[src/rtl/wb_result_fifo_if.sv]
// Result-buffer handshake bundle: EU-side push channel plus writeback-side head channel.
// The master modport is the buffer itself; slave is the EU/arbiter environment around it.
interface wb_result_fifo_if #(
  parameter int DATA_W = 32,
  parameter int ADDR_W = 5,
  parameter int CID_W  = 3
);
  logic              in_valid;
  logic [DATA_W-1:0] in_wdata;
  logic [ADDR_W-1:0] in_waddr;
  logic [CID_W-1:0]  in_commit_id;
  logic              in_ready;
  logic              reg_we;
  logic [DATA_W-1:0] reg_wdata;
  logic [ADDR_W-1:0] reg_waddr;
  logic [CID_W-1:0]  commit_id;
  logic              wb_ready;

  modport master (
    input  in_valid, in_wdata, in_waddr, in_commit_id, wb_ready,
    output in_ready, reg_we, reg_wdata, reg_waddr, commit_id
  );

  modport slave (
    output in_valid, in_wdata, in_waddr, in_commit_id, wb_ready,
    input  in_ready, reg_we, reg_wdata, reg_waddr, commit_id
  );
endinterface

[src/rtl/wb_result_fifo.sv]
// In-order result buffer between an EU result stage and the writeback arbiter.
// Optional WB_FIFO_BYPASS_EN: when empty, the incoming result is presented in the same cycle.
module wb_result_fifo #(
  parameter int DEPTH  = 4,
  parameter int DATA_W = 32,
  parameter int ADDR_W = 5,
  parameter int CID_W  = 3
) (
  input  logic                     clk,
  input  logic                     rst,
  input  logic                     flush_i,
  wb_result_fifo_if.master         bus,
  output logic [$clog2(DEPTH):0]   count_o,
  output logic                     full_o,
  output logic                     empty_o
);
  localparam int IDX_W = $clog2(DEPTH);
  localparam int PTR_W = IDX_W + 1;

  logic [DATA_W-1:0] data_mem [DEPTH];
  logic [ADDR_W-1:0] addr_mem [DEPTH];
  logic [CID_W-1:0]  cid_mem  [DEPTH];

  logic [PTR_W-1:0] wr_ptr_reg, rd_ptr_reg;
  logic [DEPTH-1:0] valid_reg, valid_next;
  logic [IDX_W-1:0] wr_idx, rd_idx;
  logic             head_valid;
  logic             push, pop;

  assign wr_idx  = wr_ptr_reg[IDX_W-1:0];
  assign rd_idx  = rd_ptr_reg[IDX_W-1:0];
  assign empty_o = (wr_ptr_reg == rd_ptr_reg);
  assign full_o  = (wr_ptr_reg[IDX_W] != rd_ptr_reg[IDX_W]) && (wr_idx == rd_idx);
  assign count_o = wr_ptr_reg - rd_ptr_reg;

  // Ready is a function of occupancy only, so the arbiter's ready can never loop back into it.
  assign bus.in_ready = !full_o;
  assign head_valid   = !empty_o && valid_reg[rd_idx];

  always_comb begin
    bus.reg_we    = head_valid;
    bus.reg_wdata = head_valid ? data_mem[rd_idx] : '0;
    bus.reg_waddr = head_valid ? addr_mem[rd_idx] : '0;
    bus.commit_id = head_valid ? cid_mem[rd_idx]  : '0;
    push          = bus.in_valid && !full_o && !flush_i;
    pop           = head_valid && bus.wb_ready;
`ifdef WB_FIFO_BYPASS_EN
    // Empty buffer: offer the incoming result directly; it is stored only if not taken.
    if (empty_o) begin
      bus.reg_we    = bus.in_valid && !flush_i;
      bus.reg_wdata = (bus.in_valid && !flush_i) ? bus.in_wdata     : '0;
      bus.reg_waddr = (bus.in_valid && !flush_i) ? bus.in_waddr     : '0;
      bus.commit_id = (bus.in_valid && !flush_i) ? bus.in_commit_id : '0;
      push          = bus.in_valid && !flush_i && !bus.wb_ready;
    end
`endif
  end

  generate
    for (genvar gi = 0; gi < DEPTH; gi++) begin : g_valid
      assign valid_next[gi] = flush_i ? 1'b0 :
        ((valid_reg[gi] && !(pop && rd_idx == IDX_W'(gi))) || (push && wr_idx == IDX_W'(gi)));
    end
  endgenerate

  always_ff @(posedge clk or posedge rst) begin
    if (rst) begin
      wr_ptr_reg <= '0;
      rd_ptr_reg <= '0;
      valid_reg  <= '0;
    end else begin
      valid_reg <= valid_next;
      if (flush_i) begin
        wr_ptr_reg <= '0;
        rd_ptr_reg <= '0;
      end else begin
        if (push) wr_ptr_reg <= wr_ptr_reg + 1'b1;
        if (pop)  rd_ptr_reg <= rd_ptr_reg + 1'b1;
      end
    end
  end

  // Payload storage needs no reset: outputs are gated by head_valid.
  always_ff @(posedge clk) begin
    if (push) begin
      data_mem[wr_idx] <= bus.in_wdata;
      addr_mem[wr_idx] <= bus.in_waddr;
      cid_mem[wr_idx]  <= bus.in_commit_id;
    end
  end
endmodule

[src/flat_wrapper.sv]
// flat-port wrapper written by rule: the top's interface ports become plain ports
module wb_result_fifo_flat 
#(
  parameter int DEPTH  = 4,
  parameter int DATA_W = 32,
  parameter int ADDR_W = 5,
  parameter int CID_W  = 3
)
  (clk, rst, flush_i, count_o, full_o, empty_o, bus_in_valid, bus_in_wdata, bus_in_waddr, bus_in_commit_id, bus_wb_ready, bus_in_ready, bus_reg_we, bus_reg_wdata, bus_reg_waddr, bus_commit_id);
  wb_result_fifo_if #(.DATA_W(DATA_W), .ADDR_W(ADDR_W), .CID_W(CID_W)) bus_i ();
  input  logic clk;
  input  logic rst;
  input  logic flush_i;
  output logic [$clog2(DEPTH):0] count_o;
  output logic full_o;
  output logic empty_o;
  input wire logic [$bits(bus_i.in_valid)-1:0] bus_in_valid;
  input wire logic [$bits(bus_i.in_wdata)-1:0] bus_in_wdata;
  input wire logic [$bits(bus_i.in_waddr)-1:0] bus_in_waddr;
  input wire logic [$bits(bus_i.in_commit_id)-1:0] bus_in_commit_id;
  input wire logic [$bits(bus_i.wb_ready)-1:0] bus_wb_ready;
  output wire logic [$bits(bus_i.in_ready)-1:0] bus_in_ready;
  output wire logic [$bits(bus_i.reg_we)-1:0] bus_reg_we;
  output wire logic [$bits(bus_i.reg_wdata)-1:0] bus_reg_wdata;
  output wire logic [$bits(bus_i.reg_waddr)-1:0] bus_reg_waddr;
  output wire logic [$bits(bus_i.commit_id)-1:0] bus_commit_id;
  assign bus_i.in_valid = bus_in_valid;
  assign bus_i.in_wdata = bus_in_wdata;
  assign bus_i.in_waddr = bus_in_waddr;
  assign bus_i.in_commit_id = bus_in_commit_id;
  assign bus_i.wb_ready = bus_wb_ready;
  assign bus_in_ready = bus_i.in_ready;
  assign bus_reg_we = bus_i.reg_we;
  assign bus_reg_wdata = bus_i.reg_wdata;
  assign bus_reg_waddr = bus_i.reg_waddr;
  assign bus_commit_id = bus_i.commit_id;
  wb_result_fifo #(.DEPTH(DEPTH), .DATA_W(DATA_W), .ADDR_W(ADDR_W), .CID_W(CID_W)) u_core (.clk(clk), .rst(rst), .flush_i(flush_i), .bus(bus_i), .count_o(count_o), .full_o(full_o), .empty_o(empty_o));
endmodule
[config.mk]
export PLATFORM = sky130hd
export DESIGN_NAME = wb_result_fifo_flat
export DESIGN_NICKNAME = d
export VERILOG_FILES = /design/src/rtl/wb_result_fifo_if.sv /design/src/rtl/wb_result_fifo.sv /design/src/flat_wrapper.sv
export SDC_FILE = /design/constraint.sdc
export NUM_CORES = 1
export LEC_CHECK = 0
export CORE_ASPECT_RATIO = 1.1
export CORE_UTILIZATION = 35
export CTS_CLUSTER_SIZE = 16
export DETAILED_ROUTE_END_ITERATION = 8
export GPL_TIMING_DRIVEN = 0
export SLEW_MARGIN = 20
export SYNTH_ARGS = -nofsm -noshare
export SYNTH_HDL_FRONTEND = slang
export SYNTH_SLANG_ARGS = --single-unit
[constraint.sdc]
create_clock -name clk -period 11 [get_ports clk]
set_input_delay 2.2 -clock clk [delete_from_list [all_inputs] [get_ports clk]]
set_output_delay 2.2 -clock clk [all_outputs]
set_load 0.01 [all_outputs]
Yosys cells after proc, flatten, opt, wreduce, memory -nomap -nowiden
Memory sizes are Yosys's and may differ from the RTL's. Cells that the tools add are included.

Register bits after elaboration: 10. Bits in writable memories: 160. Bits of input ports: 45. Memories kept: 3.

Memories: u_core.data_mem (depth 4, width 32, read ports 1, clocked after Yosys merged registers in 0, wr ports 1, RTL line wb_result_fifo.sv:20) `logic [DATA_W-1:0] data_mem [DEPTH];`; u_core.addr_mem (depth 4, width 5, read ports 1, clocked after Yosys merged registers in 0, wr ports 1, RTL line wb_result_fifo.sv:21) `logic [ADDR_W-1:0] addr_mem [DEPTH];`; u_core.cid_mem (depth 4, width 3, read ports 1, clocked after Yosys merged registers in 0, wr ports 1, RTL line wb_result_fifo.sv:22) `logic [CID_W-1:0] cid_mem [DEPTH];`.

Add/sub/neg operators: 3. Order comparisons: 1. Equality and inequality tests: 9. Muxes and demuxes: 15. Reductions and logical operators: 32.

Operator list (count): 2-to-1 mux 32 bit (1); logical AND 1 bit (17); 2-to-1 mux 3 bit (5); equality test 2 bit, second input constant (4); logical NOT 1 bit (7); 2-to-1 mux 1 bit (7); adder 3 x 1 -> 3 bit, second input constant (2); 2-to-1 mux 5 bit (1); equality test 2 x 1 -> 1 bit, second input constant (2); logical NOT 2 bit (2); logical OR 1 bit (4); nonzero test 2 bit (2); equality test 3 bit (1); < comparator 2 x 3 -> 1 bit, second input constant (1); subtractor 3 bit (1); binary-select mux 1 bit (select 2 bit) (1); equality test 2 bit (1); != test 1 bit (1).

Longest topological paths before layout
Depth after elaboration: 9. Mapped depth: 8.

Least setup slack after synthesis
No wires, ideal clock.

Path kind: input -> register. From: input port flush_i. To: memory u_core.addr_mem[3][0], enable pin. Setup time: 438 ps. Data arrival time: 4105 ps. Data required time: 10563 ps. Slack: 6458 ps. Stages on the path: 2. Path through: buf_1 -> nor2_1.

Longest elaborated chain between the ends: 4.

RTL lines: start, declared (RTL line flat_wrapper.sv:13) `input logic flush_i;`; logical NOT 1 bit (RTL line wb_result_fifo.sv:45) `push = bus.in_valid && !full_o && !flush_i;`; logical AND 1 bit (RTL line wb_result_fifo.sv:45); 2-to-1 mux 1 bit (RTL line wb_result_fifo.sv:85) `if (push) begin`; 2-to-1 mux 1 bit (implied by the code) (RTL line wb_result_fifo.sv:87) `addr_mem[wr_idx] <= bus.in_waddr;`; end, declared (RTL line wb_result_fifo.sv:21).

No other way between the ends.

Final worst setup path
From: register u_core.rd_ptr_reg[1]. To: output port bus_reg_wdata[17].

Longest elaborated chain between the ends: 4. Elaborated cells on any way between the ends: 7.

RTL lines: start, declared (RTL line wb_result_fifo.sv:24) `logic [PTR_W-1:0] wr_ptr_reg, rd_ptr_reg;`; start signal, assigned (RTL line wb_result_fifo.sv:78) `if (pop) rd_ptr_reg <= rd_ptr_reg + 1'b1;`; binary-select mux 1 bit (select 2 bit) / equality test 3 bit (equally long branches) (RTL line wb_result_fifo.sv:38, wb_result_fifo.sv:32); 2-to-1 mux 1 bit (implied by the code) / logical NOT 1 bit (equally long branches) (RTL line wb_result_fifo.sv:38) `assign head_valid = !empty_o && valid_reg[rd_idx];`; logical AND 1 bit (RTL line wb_result_fifo.sv:38); 2-to-1 mux 32 bit * (RTL line wb_result_fifo.sv:42) `bus.reg_wdata = head_valid ? data_mem[rd_idx] : '0;`; end, declared (RTL line flat_wrapper.sv:24) `output wire logic [$bits(bus_i.reg_wdata)-1:0] bus_reg_wdata;`.

Mark *: on every way between the ends. The rest lies on a longest branch, timed or not. The select of a mux whose other input is x is not followed.

==> flow_summary.toml <==
[cts]
clk_latency_ps = 420
cts_root_buf = "clkbuf_16"
cts.clk_slew.worst_paths_ps = 60
cts_buffer_depth = 2
holdBufCountCts = 0
cts.sinks = 170
htreeDepth = 4
cts_buffers = 17
post-cts-setup-buffers = 0
ctsResizeCount = 0
cts_tree = "built"

[floorplan]
die_area_um2 = 19900
io_pins = 92
initial_utilization = 0.362
chipHeight_um = 148
row_count = 52
coreArea_um2 = 18700
die_x_um = 134

[power_and_ir_drop]
power_leakage_nw = 2.74
power_density_nw_per_um2 = 162
ir_worst_vdd_uv = 108

[layout]
final_cells = 685
layout_commonest_cell = "edfxtp_1"
reg_top3 = "u_core.data_mem x128, u_core.addr_mem x20, u_core.cid_mem x12"
num-fill-cells = 1590
drive_gt1_frac = 0.188
n_antenna_cell = 0
top_register = "u_core.data_mem"
seqCellArea_um2 = 5050
layout.nets = 493
multiInputGateArea_um2 = 1600
fin_util = 0.455
largest_reg_flops = 128
areaGrowthSynthToFinish_pct = 25.7
layout_common_cells = "edfxtp_1 (160), clkdlybuf4s50_1 (90), mux4_2 (41), nor2b_1 (41), clkbuf_16 (17)"

[sta]
hold_viol = 0
skew_ps = 4.71
fin_ws_ps = 5100
fmax_ghz = 0.169
rsz0062_at_grt = "no"
drv_slew = 0
tightest_slew_ps = 747
relSlewSlack = 0.501
period_minus_slack_ps = 5900
post-route-period-util = 0.537
setup_viol = 0
tns_ps = 0

[detailed_routing]
vias = 3261
via_per_inst = 4.76
drt_iter0_drc = 135
drtPass1Iterations = 4
post_drt_wl_per_cell_um = 18.5
wl_um = 12700
route.detailed.drc = 0
ant_nets = 0

[placed_design]
pre_cts_ws_ps = 5390
dp_hpwl_um = 7540
finalWeightedCongestion = 0.740
dp_cells = 661
numPortBuffers = 90

[setup_path]
crit_start = "u_core.rd_ptr_reg[1]"
crit_path_end_kind = "primary output"
crit_path_max_fanout = 10
r2r-start = "u_core.rd_ptr_reg[1]"
critical_path_class = "flop to primary output"
worst_setup_path_start_kind = "flop"
worstPathRequired_ps = 8800
arrival_ps = 3700

[grt]
grt_pass1_wl_um = 20000
antenna_found_initial = 0
grt_usage = 0.140
overflow = 0
grt_start_max_net_pins = 42
grt_pass1_vias = 3555

[logic_synthesis]
async_reset_ff_frac = 0.0588
syn-num-nets = 383
synth_area_um2 = 6760
ys_ff_latch = 170
yosys_warnings = 0
synth.distinct_cells = 27
seq_area_frac_synth = 0.748
syn_inst = 327
avgSynthCellArea_um2 = 20.7
ys.flop_type = "edfxtp_1"
synth-edff-count = 160

[hold_path]
hold_class = "flop to flop"
worstHoldStart = "u_core.valid_reg[0]"

[flow_run]
cap_violations = 0

[outcome]
status = "complete, no violations"
## Yosys cell counts, types with 2 or more instances
master	count	area (µm²)
edfxtp_1	160	4800
mux4_2	41	923
nor2b_1	41	257
inv_1	13	48.8
dfrtp_1	10	250
ha_1	10	125
buf_2	9	45.0
nor2_1	7	26.3
clkbuf_1	4	15.0
o211ai_1	4	30.0
xnor2_1	4	35.0
and3_1	3	18.8
nand2_1	3	11.3
nand2b_1	3	18.8
a21oi_1	2	10.0
xor2_1	2	17.5
## area by class of cell
type,instances,area share
well taps,243,0.0358
inverters,13,0.00575
plain buffers,15,0.00884
repair buffers,91,0.108
multi-input cells,129,0.188
clock buffers,18,0.0505
flip-flops and latches,170,0.595
clock inverters,6,0.00678
## logic make-up after synthesis
kind of cell / after synthesis / share of synthesized area
flip-flops: 170 / 0.748
AND/OR/NAND/NOR: 59 / 0.0513
buffers and inverters: 28 / 0.0183
multiplexers: 42 / 0.138
AO/OA/AOI/OAI: 10 / 0.0124
adder cells (fa/ha/maj): 11 / 0.0215
XOR/XNOR: 7 / 0.0102
## power by group
group	internal [W]	switching, W
logic	0.0000677	0.0000601
clock network	0.000298	0.000218
registers	0.000728	0.00000488
## worst paths after layout
check	cells after the start	endpoint	slack [ps]
max in group asynchronous	2	u_core.valid_reg[1]	8660
worst max-delay path	9	bus_reg_wdata[17]	5100
worst min register to register	2	u_core.valid_reg[0]	550
min in group asynchronous	2	u_core.wr_ptr_reg[0]	2060
worst max register to register	8	u_core.addr_mem[3][2]	7480
worst min-delay path	2	u_core.valid_reg[0]	550
## layer usage
layer,vias to the layer above,part of all wire,global-route usage
met1,1667,0.42,0.168
met4,0,0.020,0.0579
met3,18,0.035,0.0343
met2,79,0.53,0.241
li1,1497,-,-
met5,-,0,0
## worst max-delay path, stage by stage, from the launching register on
cell and delay [ps]:
dfrtp_1 450, buf_2 250, clkbuf_1 540, inv_1 230
ha_1 380, nand2_1 230, o21ai_2 150, buf_2 240
nor2b_1 220, clkdlybuf4s50_1 580
## through the flow
step / cell area (µm²) / power, W / hold WS, ps
5_1_grt: 8490 / 0.00143 / 573
3_5_place_dp: 8000 / 0.000878 / 529
2_1_floorplan: 6760 / 0.000811 / 492
3_3_place_gp: 7960 / 0.000875 / 513
6_report: 8490 / 0.00138 / 546
4_1_cts: 8490 / 0.00139 / 545
(Power assumes the default switching activity.)
